## src/rtl/pc_unit_pkg.sv

```systemverilog
`default_nettype none
// ============================================================================
// Module      : pc_unit_pkg
// Description : Shared constants and next-PC source encoding for pc_unit.
// Revision    : 1.0 - initial release
// ============================================================================
package pc_unit_pkg;

    localparam int          PC_XLEN_DEFAULT         = 32;
    localparam int          PC_STEP_DEFAULT         = 4;
    localparam int          PC_RAS_DEPTH_DEFAULT    = 4;
    localparam logic [31:0] PC_RESET_VECTOR_DEFAULT = 32'h0000_0000;

    // Source selected for the value pc takes at the next edge
    typedef enum logic [2:0] {
        SEL_HOLD  = 3'd0,
        SEL_INC   = 3'd1,
        SEL_LOAD  = 3'd2,
        SEL_RET   = 3'd3,
        SEL_TRAP  = 3'd4,
        SEL_RESET = 3'd5
    } pc_sel_t;

endpackage
`default_nettype wire

```

## src/rtl/pc_ras.sv

```systemverilog
`default_nettype none
// ============================================================================
// Module      : pc_ras
// Description : Return-address stack with circular storage. A push onto a
//               full stack overwrites the oldest entry.
// Revision    : 1.0 - initial release
// ============================================================================
module pc_ras
    import pc_unit_pkg::*;
#(
    parameter int XLEN      = PC_XLEN_DEFAULT,
    parameter int RAS_DEPTH = PC_RAS_DEPTH_DEFAULT
) (
    input  logic            clk,
    input  logic            reset,
    input  logic            push,
    input  logic            pop,
    input  logic            replace,
    input  logic [XLEN-1:0] push_data,
    output logic [XLEN-1:0] top,
    output logic            empty,
    output logic            full
);

    localparam int PTR_W   = (RAS_DEPTH > 1) ? $clog2(RAS_DEPTH) : 1;
    localparam int DEPTH_W = $clog2(RAS_DEPTH + 1);
    localparam logic [DEPTH_W-1:0] c_max_depth = DEPTH_W'(RAS_DEPTH);

    logic [XLEN-1:0]    r_mem [RAS_DEPTH];
    logic [PTR_W-1:0]   r_ptr;
    logic [DEPTH_W-1:0] r_depth;
    logic               r_empty;
    logic               r_full;

    logic [PTR_W-1:0]   w_ptr_next;
    logic [DEPTH_W-1:0] w_depth_next;

    // Pointer/depth update; push saturates depth, pop on empty is a no-op
    always_comb begin
        w_ptr_next   = r_ptr;
        w_depth_next = r_depth;
        if (push) begin
            w_ptr_next = r_ptr + PTR_W'(1);
            if (r_depth != c_max_depth) begin
                w_depth_next = r_depth + DEPTH_W'(1);
            end
        end else if (pop && (r_depth != '0)) begin
            w_ptr_next   = r_ptr - PTR_W'(1);
            w_depth_next = r_depth - DEPTH_W'(1);
        end
    end

    // Pointer, depth and registered occupancy flags
    always_ff @(posedge clk) begin
        if (reset) begin
            r_ptr   <= '0;
            r_depth <= '0;
            r_empty <= 1'b1;
            r_full  <= 1'b0;
        end else begin
            r_ptr   <= w_ptr_next;
            r_depth <= w_depth_next;
            r_empty <= (w_depth_next == '0);
            r_full  <= (w_depth_next == c_max_depth);
        end
    end

    // Entry storage; contents are unreachable while empty so never cleared
    always_ff @(posedge clk) begin
        if (!reset) begin
            if (push) begin
                r_mem[w_ptr_next] <= push_data;
            end else if (replace) begin
                r_mem[r_ptr] <= push_data;
            end
        end
    end

    assign top   = r_mem[r_ptr];
    assign empty = r_empty;
    assign full  = r_full;

endmodule
`default_nettype wire

```

## src/rtl/pc_unit.sv

```systemverilog
`default_nettype none
// ============================================================================
// Module      : pc_unit
// Description : Program counter with trap/stall/ret/load/increment priority,
//               call/return stack and target alignment checking.
// Revision    : 1.0 - initial release
// ============================================================================
module pc_unit
    import pc_unit_pkg::*;
#(
    parameter int              XLEN         = PC_XLEN_DEFAULT,
    parameter logic [XLEN-1:0] RESET_VECTOR = XLEN'(PC_RESET_VECTOR_DEFAULT),
    parameter int              STEP         = PC_STEP_DEFAULT,
    parameter int              RAS_DEPTH    = PC_RAS_DEPTH_DEFAULT
) (
    input  logic            clk,
    input  logic            reset,
    input  logic            stall,
    input  logic            increment,
    input  logic            load,
    input  logic [XLEN-1:0] load_addr,
    input  logic            call,
    input  logic            ret,
    input  logic            trap,
    input  logic [XLEN-1:0] trap_vector,
    output logic [XLEN-1:0] pc,
    output logic [XLEN-1:0] pc_next,
    output logic            ras_empty,
    output logic            ras_full,
    output logic            misaligned
);

    localparam logic [XLEN-1:0] c_step       = XLEN'(STEP);
    localparam logic [XLEN-1:0] c_align_mask = XLEN'(STEP - 1);

    logic [XLEN-1:0] r_pc;
    logic            r_misaligned;

    logic [XLEN-1:0] w_pc_inc;
    logic [XLEN-1:0] w_ras_top;
    logic [XLEN-1:0] w_ret_target;
    logic [XLEN-1:0] w_pc_next;
    logic            w_ras_empty;
    logic            w_ras_full;
    logic            w_trap_ok;
    logic            w_load_ok;
    logic            w_ret_ok;
    logic            w_push;
    logic            w_pop;
    logic            w_replace;
    logic            w_reject;
    pc_sel_t         w_sel;

    assign w_pc_inc     = r_pc + c_step;
    assign w_ret_target = w_ras_empty ? load_addr : w_ras_top;
    assign w_trap_ok    = (trap_vector  & c_align_mask) == '0;
    assign w_load_ok    = (load_addr    & c_align_mask) == '0;
    assign w_ret_ok     = (w_ret_target & c_align_mask) == '0;

    // Request arbitration: pick the PC source and the stack operation
    always_comb begin
        w_sel     = SEL_HOLD;
        w_push    = 1'b0;
        w_pop     = 1'b0;
        w_replace = 1'b0;
        w_reject  = 1'b0;
        if (reset) begin
            w_sel = SEL_RESET;
        end else if (trap) begin
            if (w_trap_ok) w_sel = SEL_TRAP;
            else           w_reject = 1'b1;
        end else if (stall) begin
            w_sel = SEL_HOLD;
        end else if (ret) begin
            if (w_ret_ok) begin
                w_sel = SEL_RET;
                if (call) begin
                    // Call+ret swaps the top entry, or pushes onto an empty stack
                    w_push    = w_ras_empty;
                    w_replace = !w_ras_empty;
                end else begin
                    w_pop = !w_ras_empty;
                end
            end else begin
                w_reject = 1'b1;
            end
        end else if (load) begin
            if (w_load_ok) begin
                w_sel  = SEL_LOAD;
                w_push = call;
            end else begin
                w_reject = 1'b1;
            end
        end else if (increment) begin
            w_sel = SEL_INC;
        end
    end

    // Next-PC multiplexer
    always_comb begin
        case (w_sel)
            SEL_RESET: w_pc_next = RESET_VECTOR;
            SEL_TRAP:  w_pc_next = trap_vector;
            SEL_RET:   w_pc_next = w_ret_target;
            SEL_LOAD:  w_pc_next = load_addr;
            SEL_INC:   w_pc_next = w_pc_inc;
            default:   w_pc_next = r_pc;
        endcase
    end

    // PC and misalignment pulse registers
    always_ff @(posedge clk) begin
        if (reset) begin
            r_pc         <= RESET_VECTOR;
            r_misaligned <= 1'b0;
        end else begin
            r_pc         <= w_pc_next;
            r_misaligned <= w_reject;
        end
    end

    pc_ras #(
        .XLEN      (XLEN),
        .RAS_DEPTH (RAS_DEPTH)
    ) u_ras (
        .clk       (clk),
        .reset     (reset),
        .push      (w_push),
        .pop       (w_pop),
        .replace   (w_replace),
        .push_data (w_pc_inc),
        .top       (w_ras_top),
        .empty     (w_ras_empty),
        .full      (w_ras_full)
    );

    assign pc         = r_pc;
    assign pc_next    = w_pc_next;
    assign ras_empty  = w_ras_empty;
    assign ras_full   = w_ras_full;
    assign misaligned = r_misaligned;

endmodule
`default_nettype wire

```

## config.mk

```make
export PLATFORM = sky130hd
export DESIGN_NAME = pc_unit
export DESIGN_NICKNAME = d
export VERILOG_FILES = /design/src/rtl/pc_unit_pkg.sv /design/src/rtl/pc_ras.sv /design/src/rtl/pc_unit.sv
export SDC_FILE = /design/constraint.sdc
export NUM_CORES = 1
export LEC_CHECK = 0
export ABC_AREA = 1
export CORE_MARGIN = 4
export CORE_UTILIZATION = 45
export DETAILED_ROUTE_END_ITERATION = 6
export GPL_TIMING_DRIVEN = 0
export PLACE_DENSITY = 0.69
export SLEW_MARGIN = 40
export SYNTH_ARGS = -nofsm -noshare
export SYNTH_HDL_FRONTEND = slang
export SYNTH_HIERARCHICAL = 1
export SYNTH_SLANG_ARGS = --single-unit
```

## constraint.sdc

```tcl
create_clock -name clk -period 9.1 [get_ports clk]
set_clock_uncertainty 0.1 [all_clocks]
set_input_delay 1.82 -clock clk [delete_from_list [all_inputs] [get_ports clk]]
set_output_delay 1.82 -clock clk [all_outputs]
set_load 0.02 [all_outputs]
```

Word-level counts from Yosys, hierarchy flattened --
Memories as Yosys holds them, arrays and structs flattened. A register that Yosys moved wholly into a read port is not among the register bits. Cells that the tools add are included.
Word-level totals: memories 1, register bits 40, word-level logic and storage cells 81, memory bits (writable) 128, bits of input ports 72
Memories:
- u_ras.r_mem | depth 4, width 32, read ports 1, clocked after Yosys merged registers in 1, wr ports 1, line pc_ras.sv:29 | logic [XLEN-1:0] r_mem [RAS_DEPTH];
Cells by class: muxes and demuxes 54, add/sub/neg operators 5, equal/unequal tests 7, reductions and logical operators 8
Operator list (count):
- 32-bit case mux with 5 select lines | 1
- 32-bit logical NOT | 3
- 32-bit 2-to-1 mux | 2
- 1-bit 2-to-1 mux | 36
- 32-bit by 3-bit adder with 32-bit output (second input constant) | 1
- 32-bit OR reduction | 1
- 3-bit 2-to-1 mux | 9
- 2-bit 2-to-1 mux | 6
- 3-bit equality test (second input constant) | 3
- 3-bit by 2-bit equality test with 1-bit output (second input constant) | 2
- 3-bit by 1-bit adder with 3-bit output (second input constant) | 1
- 3-bit by 1-bit equality test with 1-bit output (second input constant) | 1
- 3-bit logical NOT | 1
- 3-bit inequality test (second input constant) | 1
- 3-bit nonzero test | 1
- 3-bit by 1-bit subtractor with 3-bit output (second input constant) | 1
- 2-bit by 1-bit adder with 2-bit output (second input constant) | 1
- 2-bit by 1-bit subtractor with 2-bit output (second input constant) | 1
- 1-bit logical AND | 1
- 1-bit logical NOT | 1

Depth between registers and ports, before layout --
Gate-level depths: netlist of run 1.
depth in word-level cells 13, gate-level depth with buffers 20

Cells and area by module --
Netlist of run 1, hierarchy kept.
By module, submodules not included:
- pc_ras | area an instance 5211.2 um^2, cells each 366, seq. area each 3983.8 um^2, instances 1
- pc_unit | area an instance 3637.2 um^2, cells each 665, seq. area each 660.6 um^2, instances 1

Least setup slack after synthesis of run 1 --
OpenSTA, ideal clock, no wires.
path kind input to register, start input load_addr[0], end memory u_ras/r_mem[2][0] (netlist name), enable pin, data arrival time 4602 ps, required time 8579 ps, stages on the path 11, setup slack 3976 ps, cell sequence inv_1 -> nand2_1 -> nand2_1 -> nand4_1 -> nor4_1 -> nand4_1 -> nand2_1 -> nand2_1 -> nand3_1 -> nand2_1 -> nor2_1
On the way: elaborated cells on any way between the ends 33, classes of those cells mux (29); reduce/logical (4)
RTL lines:
- start, declared | line pc_unit.sv:21 | input logic [XLEN-1:0] load_addr,
- 32-bit 2-to-1 mux | line pc_unit.sv:55 | assign w_ret_target = w_ras_empty ? load_addr : w_ras_top;
- 32-bit logical NOT | line pc_unit.sv:58 | assign w_ret_ok = (w_ret_target & c_align_mask) == '0;
- 1-bit 2-to-1 mux | line pc_unit.sv:75 | if (w_ret_ok) begin
- 1-bit 2-to-1 mux | line pc_unit.sv:74 | end else if (ret) begin
- 1-bit 2-to-1 mux | line pc_unit.sv:72 | end else if (stall) begin
- 1-bit 2-to-1 mux | line pc_unit.sv:69 | end else if (trap) begin
- 1-bit 2-to-1 mux | line pc_unit.sv:67 | if (reset) begin
- named net w_pop | line pc_unit.sv:49 | logic w_pop;
- 1-bit logical AND | line pc_ras.sv:47 | end else if (pop && (r_depth != '0)) begin
- 2-bit 2-to-1 mux | line pc_ras.sv:47
- 2-bit 2-to-1 mux | line pc_ras.sv:42 | if (push) begin
- 2-bit 2-to-1 mux (no source line)
- end, declared | line pc_ras.sv:29
The timed path passes the listed nets, and every way through them passes these cells.

Final worst setup path of run 1 --
start input trap, end output pc_next[23]
On the way: word-level cells in the longest chain between the ends 4, elaborated cells on any way between the ends 8, classes of those cells eq/ne (5); mux (3)
Ends and longest elaborated chain:
- start, declared | line pc_unit.sv:24 | input logic trap,
- 3-bit 2-to-1 mux * | line pc_unit.sv:69
- 3-bit 2-to-1 mux * | line pc_unit.sv:67
- 3-bit by 1-bit equality test with 1-bit output (tied with other cells) | line pc_unit.sv:101 | case (w_sel)
- 32-bit case mux with 5 select lines * | line pc_unit.sv:101
- end, declared | line pc_unit.sv:27 | output logic [XLEN-1:0] pc_next,
Every way passes the cells marked *; elsewhere a longest branch is shown, timed or not.

==> results.yml, run 1 <==
sta:
  worstMarginPinSlew_ns: 0.892
  hold_violations: 0
  holdWs_ns: 0.418
  period_share_pct: 74.6
  fmax_ghz: 0.147
  setup-tns-final_ns: 0
  slew_headroom_pct: 40.5
  drv_slew: 0
  grt_setup_unrepaired: "false"
  setup_viol: 0
  final.min_clock_period_ns: 6.79
job:
  drv_cap: 0
grt:
  first_global_vias: 7819
  grt_pass1_wl_mm: 43.8
  antenna_found_initial: 0
  track_usage_pct: 26.3
  grt_overflow: 0
  grt_max_degree: 17
cts:
  cts_resized: 0
  htree_num_levels: 4
  numCtsBuffers: 17
  cts-hold-fix-buffers: 0
  cts_tree: "done"
  insertion_delay_ns: 0.43
  cts_buffer_depth: 2
  clock_sinks: 168
  cts_setup_buffers: 0
  path_clk_slew_ns: 0.06
  cts_root_buf: "clkbuf_16"
floorplan:
  core.rowCount: 51
  core-area_mm2: 0.0194
  fp.dieW_um: 148
  initial_core_util_pct: 45.6
  die_area_mm2: 0.0220
  io_pins: 139
  die_y_um: 148
worst_setup_path:
  startpoint: "trap"
  crit_arrival_ns: 4.87
  criticalPathCategory: "in -> out"
  r2r-end: "u_ras/r_mem[0][17]"
  worstSetupEndpointType: "primary output"
  r2r_slack_ns: 5.25
  cp.required_ns: 7.18
  path_max_fanout: 10
  crit_path_start_kind: "input pin"
  worstSetupEndpoint: "pc_next[23]"
  reg2reg_depth: 20
  reg2reg_from: "u_ras/r_ptr[0]"
yosys:
  netlist_instances: 1031
  ys_warn_count: 6
  synth.avg_cell_area_um2: 8.58
  synth_compound_area_share_pct: 4.61
  syn_nets: 1107
  synthDistinctLibCells: 34
  synth_seq_cells: 168
  synth_top_family_by_area: "simple AND/OR/NAND/NOR gates"
  synth_xor_area_share_pct: 0.594
  synth_fa_ha_area_share_pct: 0.566
  synth_area_mm2: 0.00885
  ys_seq_area_share_pct: 52.5
  synth-simple-area-share_pct: 32.6
  synthMuxAreaShare_pct: 2.26
finish:
  drive_above_1_share_pct: 9.02
  layout_common_cells: "nand2_1 (190), nand3_1 (180), nor2_1 (156), clkdlybuf4s50_1 (138), edfxtp_1 (128)"
  nNetsFinal: 1272
  areaGrowthSynthToFinish_pct: 29.3
  antenna_cells: 0
  fin_util_pct: 59.0
  final_common_cell: "nand2_1"
  finalNonFillerCells: 1474
pwr:
  power_frac_comb_pct: 9.8
  intPower_mw: 1.41
  p_leak_nw: 4.75
  cellPowerDensity_mw_per_mm2: 161
  seqPwrFrac_pct: 46.1
  clockPowerShare_pct: 44.1
  power.share.switching_pct: 23.6
  vdd_ir_drop_max_v: 0.000131
  p_sw_mw: 0.435
route:
  vias_per_cell: 5.58
  routedWlPerCell_um: 19.8
  drt_iter0_markers: 905
  num_vias: 8227
  drc: 0
  wl_mm: 29.2
  dr.pass1.iters: 5
  ant_nets: 0
placed_design:
  placedCellCount: 1442
  gp_congestion: 0.914
  portBuffers: 138
  dp_hpwl_mm: 20.9
hold_path:
  hold_class: "reg -> reg"
  holdPathStages: 2
status:
  status: "complete, no violations"
logic make-up after synthesis:
kind of cell	after synthesis
simple gates	625
flops	168
buf+inv	145
compound gates	63
mux	20
xor+xnor	6
fa+ha+maj	4
metal layers:
metal	wire length, um	global-route usage (%)	up-vias	part of all wire [%]
met5	0	0	-	0
met4	648	7.44	0	2.2
met3	3130	5.58	49	11
met2	13700	43.1	455	47
met1	11700	35.4	3855	40
li1	-	-	3868	-
sequential cells by signal (all words and copies together) (netlist names):
register / cells
u_ras/full: 1
u_ras/r_depth: 3
pc: 32
u_ras/r_mem: 128
u_ras/r_ptr: 2
misaligned: 1
u_ras/empty: 1
how the worst min path moves through the flow:
stage	startpoint	to	slack, ns
floorplan	pc[0]	pc[0]	0.37
global placement	pc[1]	pc[1]	0.41
detailed placement	pc[1]	pc[1]	0.41
CTS	pc[1]	pc[1]	0.42
global route	pc[0]	u_ras/r_mem[3][0]	0.45
finish	pc[1]	pc[1]	0.42
final cells by class:
type,instances,area (um2)
Clock buffer,17,425
Buffer,41,213
Multi-Input combinational cell,718,3630
Clock inverter,15,238
Fill cell,1717,7950
Sequential cell,168,4640
Inverter,104,400
Timing Repair Buffer,146,1560
Tap cell,265,332
power by group through the flow:
stage,clock [mW],combinational [mW],sequential [mW]
final,0.812,0.181,0.850
after global routing,0.849,0.193,0.851
after CTS,0.817,0.180,0.849
after detailed placement,0,0.178,0.866
after global placement,0,0.176,0.866
after floorplan,0,0.0750,0.870
synthesized netlist by cell type (all sizes together):
library cell	count	area share [%]
clkbuf	13	0.55
nor4	1	0.071
nand3	184	11
nand4	54	3.9
edfxtp	128	43
ha	4	0.57
o21bai	5	0.42
dfxtp	40	9.0
nand3b	2	0.17
inv	104	4.5
o211ai	1	0.085
and2	7	0.49
a22oi	31	2.6
o21ai	7	0.40
a21oi	19	1.1
nor2	168	7.6
nor3	4	0.23
xor2	6	0.59
nand2	203	9.3
or2	2	0.14
mux2i	20	2.3
buf	28	1.8
worst max-delay path: stages:
cell             delay, ns
clkdlybuf4s50_1       0.48
inv_1                 0.07
nor3_1                0.29
inv_1                 0.12
nor2_2                0.46
inv_1                 0.21
clkbuf_1              0.34
nor2_1                0.23
nor2_1                0.10
nand4_1               0.12
clkdlybuf4s50_1       0.64
stage by stage:
stage	area, um2	setup slack, ns	power [mW]
6_report	11400	2.31	1.84
5_1_grt	11400	2.12	1.89
4_1_cts	11400	2.30	1.85
3_5_place_dp	10800	2.32	1.04
3_3_place_gp	10600	2.04	1.04
2_1_floorplan	8850	3.98	0.945
Power figures use the tool's default switching activity.
==> inputs of run 2 (changes only) <==
- PLACE_DENSITY: 0.69 -> 0.71
- clock period: 9.1 -> 5.8 ns (I/O delays scaled with it)
==> run 2 against run 1 <==
Power up 50%. Clock-buffer cell count unchanged. Critical path depth unchanged. Cell area down 0.86%. Die area unchanged. Hold slack better by 0.0089 ns. Final cell count about the same. Routed wire length down 1.5%. Setup slack worse by 2.1 ns. Register-to-register slack worse by 3.5 ns. Largest cell class unchanged.
==> results.yml, run 2 (synthesis gave the netlist of run 1 again) <==
finish:
  nNetsFinal: 1271
  antenna_cells: 0
  final_common_cell: "nand2_1"
  areaGrowthSynthToFinish_pct: 28.2
  drive_above_1_share_pct: 8.86
  largest_register: "u_ras/r_mem"
  layout_common_cells: "nand2_1 (190), nand3_1 (180), nor2_1 (156), clkdlybuf4s50_1 (138), edfxtp_1 (128)"
  largest_register_ffs: 128
  fin_util_pct: 58.5
sta:
  slew_headroom_pct: 44.0
  grt_setup_unrepaired: "false"
  fmax_ghz: 0.177
  worstMarginPinSlew_ns: 0.840
  hold_violations: 0
  period_share_pct: 97.2
  final.min_clock_period_ns: 5.64
  holdWs_ns: 0.427
  drv_slew: 0
  setup_viol: 0
floorplan:
  fp.dieW_um: 148
  die_area_mm2: 0.0220
  initial_core_util_pct: 45.6
  core-area_mm2: 0.0194
  die_y_um: 148
  io_pins: 139
  core.rowCount: 51
grt:
  grt_overflow: 0
  grt.met2_usage_pct: 42.4
  grt_util_met3_pct: 6.58
  grtUsageMet1_pct: 34.5
  grt-busiest-layer: "met2"
  grt_max_degree: 19
  track_usage_pct: 26.4
  antenna_found_initial: 0
  grt_pass1_wl_mm: 43.8
  first_global_vias: 7828
pwr:
  p_leak_nw: 4.70
  cellPowerDensity_mw_per_mm2: 243
  power.total_mw: 2.76
  vdd_ir_drop_max_v: 0.000240
route:
  routedWlPerCell_um: 19.5
  drt_iter0_markers: 972
  ant_nets: 0
  wl_mm: 28.7
  dr.pass1.iters: 6
  num_vias: 8206
  drc: 0
  vias_per_cell: 5.57
worst_setup_path:
  cp.required_ns: 4.54
  r2r_slack_ns: 1.75
  reg2reg_from: "u_ras/r_ptr[0]"
  path_max_fanout: 10
  r2r-end: "u_ras/r_mem[2][16]"
  worstSetupEndpointType: "primary output"
  crit_arrival_ns: 4.38
  crit_path_start_kind: "input pin"
  criticalPathCategory: "in -> out"
  reg2reg_depth: 19
cts:
  clock_sinks: 168
  cts_buffer_depth: 2
  htree_num_levels: 4
  path_clk_slew_ns: 0.07
  cts_root_buf: "clkbuf_16"
  cts_setup_buffers: 0
  numCtsBuffers: 17
  insertion_delay_ns: 0.44
  cts-hold-fix-buffers: 0
  cts_resized: 0
  cts_tree: "done"
hold_path:
  min-delay-start: "pc[1]"
  holdPathStages: 2
  hold_class: "reg -> reg"
  whs_endpoint: "pc[1]"
placed_design:
  dp_hpwl_mm: 20.9
  portBuffers: 138
  gp_congestion: 0.916
job:
  drv_cap: 0
status:
  status: "complete, no violations"
[run 2: per-stage QoR]
step	cell area (um2)	instances	TNS [ns]	worst slack [ns]
final	11300	1473	0	0.162
after CTS	11300	1473	0	0.315
after global placement	10600	1434	-75.82	-0.670
after global routing	11300	1473	0	0.0498
after floorplan	8850	1031	0	1.34
after detailed placement	10800	1441	0	0.355
[run 2: report_power, final]
part	switching (mW)	total, mW	internal [mW]
registers	0.0250	1.33	1.31
clock network	0.502	1.15	0.644
logic	0.160	0.284	0.124
[run 2: per-layer routing]
layer  vias up  part of all wire [%]
met1      3825                    40
met4         0                   3.2
met2       451                    46
met3        60                    11
li1       3870                     -
met5         -                     0
[run 2: worst max-delay path by stage]
stage	endpoint	from	slack [ns]
6_report	pc_next[23]	trap	0.16
5_1_grt	pc_next[23]	trap	0.05
4_1_cts	pc_next[23]	trap	0.32
3_5_place_dp	pc_next[23]	trap	0.35
3_3_place_gp	u_ras/r_mem[0][3]	ret	-0.67
2_1_floorplan	u_ras/r_mem[2][0]	load_addr[0]	1.34
[run 2: cell type report]
type                    count  area (um2)
plain buffers              41         213
repair buffers            145        1540
clock buffers              17         425
well taps                 265         332
inverters                 104         400
flip-flops and latches    168        4640
fillers                  1709        8050
multi-input cells         718        3630
clock inverters            15         166
[run 2: critical path: stages]
cell	delay, ns
clkdlybuf4s50_1	0.48
inv_1	0.08
nor3_1	0.31
inv_1	0.12
nor2_2	0.48
inv_1	0.23
clkbuf_1	0.38
nor2_1	0.25
nor2_1	0.11
nand4_1	0.15
clkdlybuf4s50_1	0.64
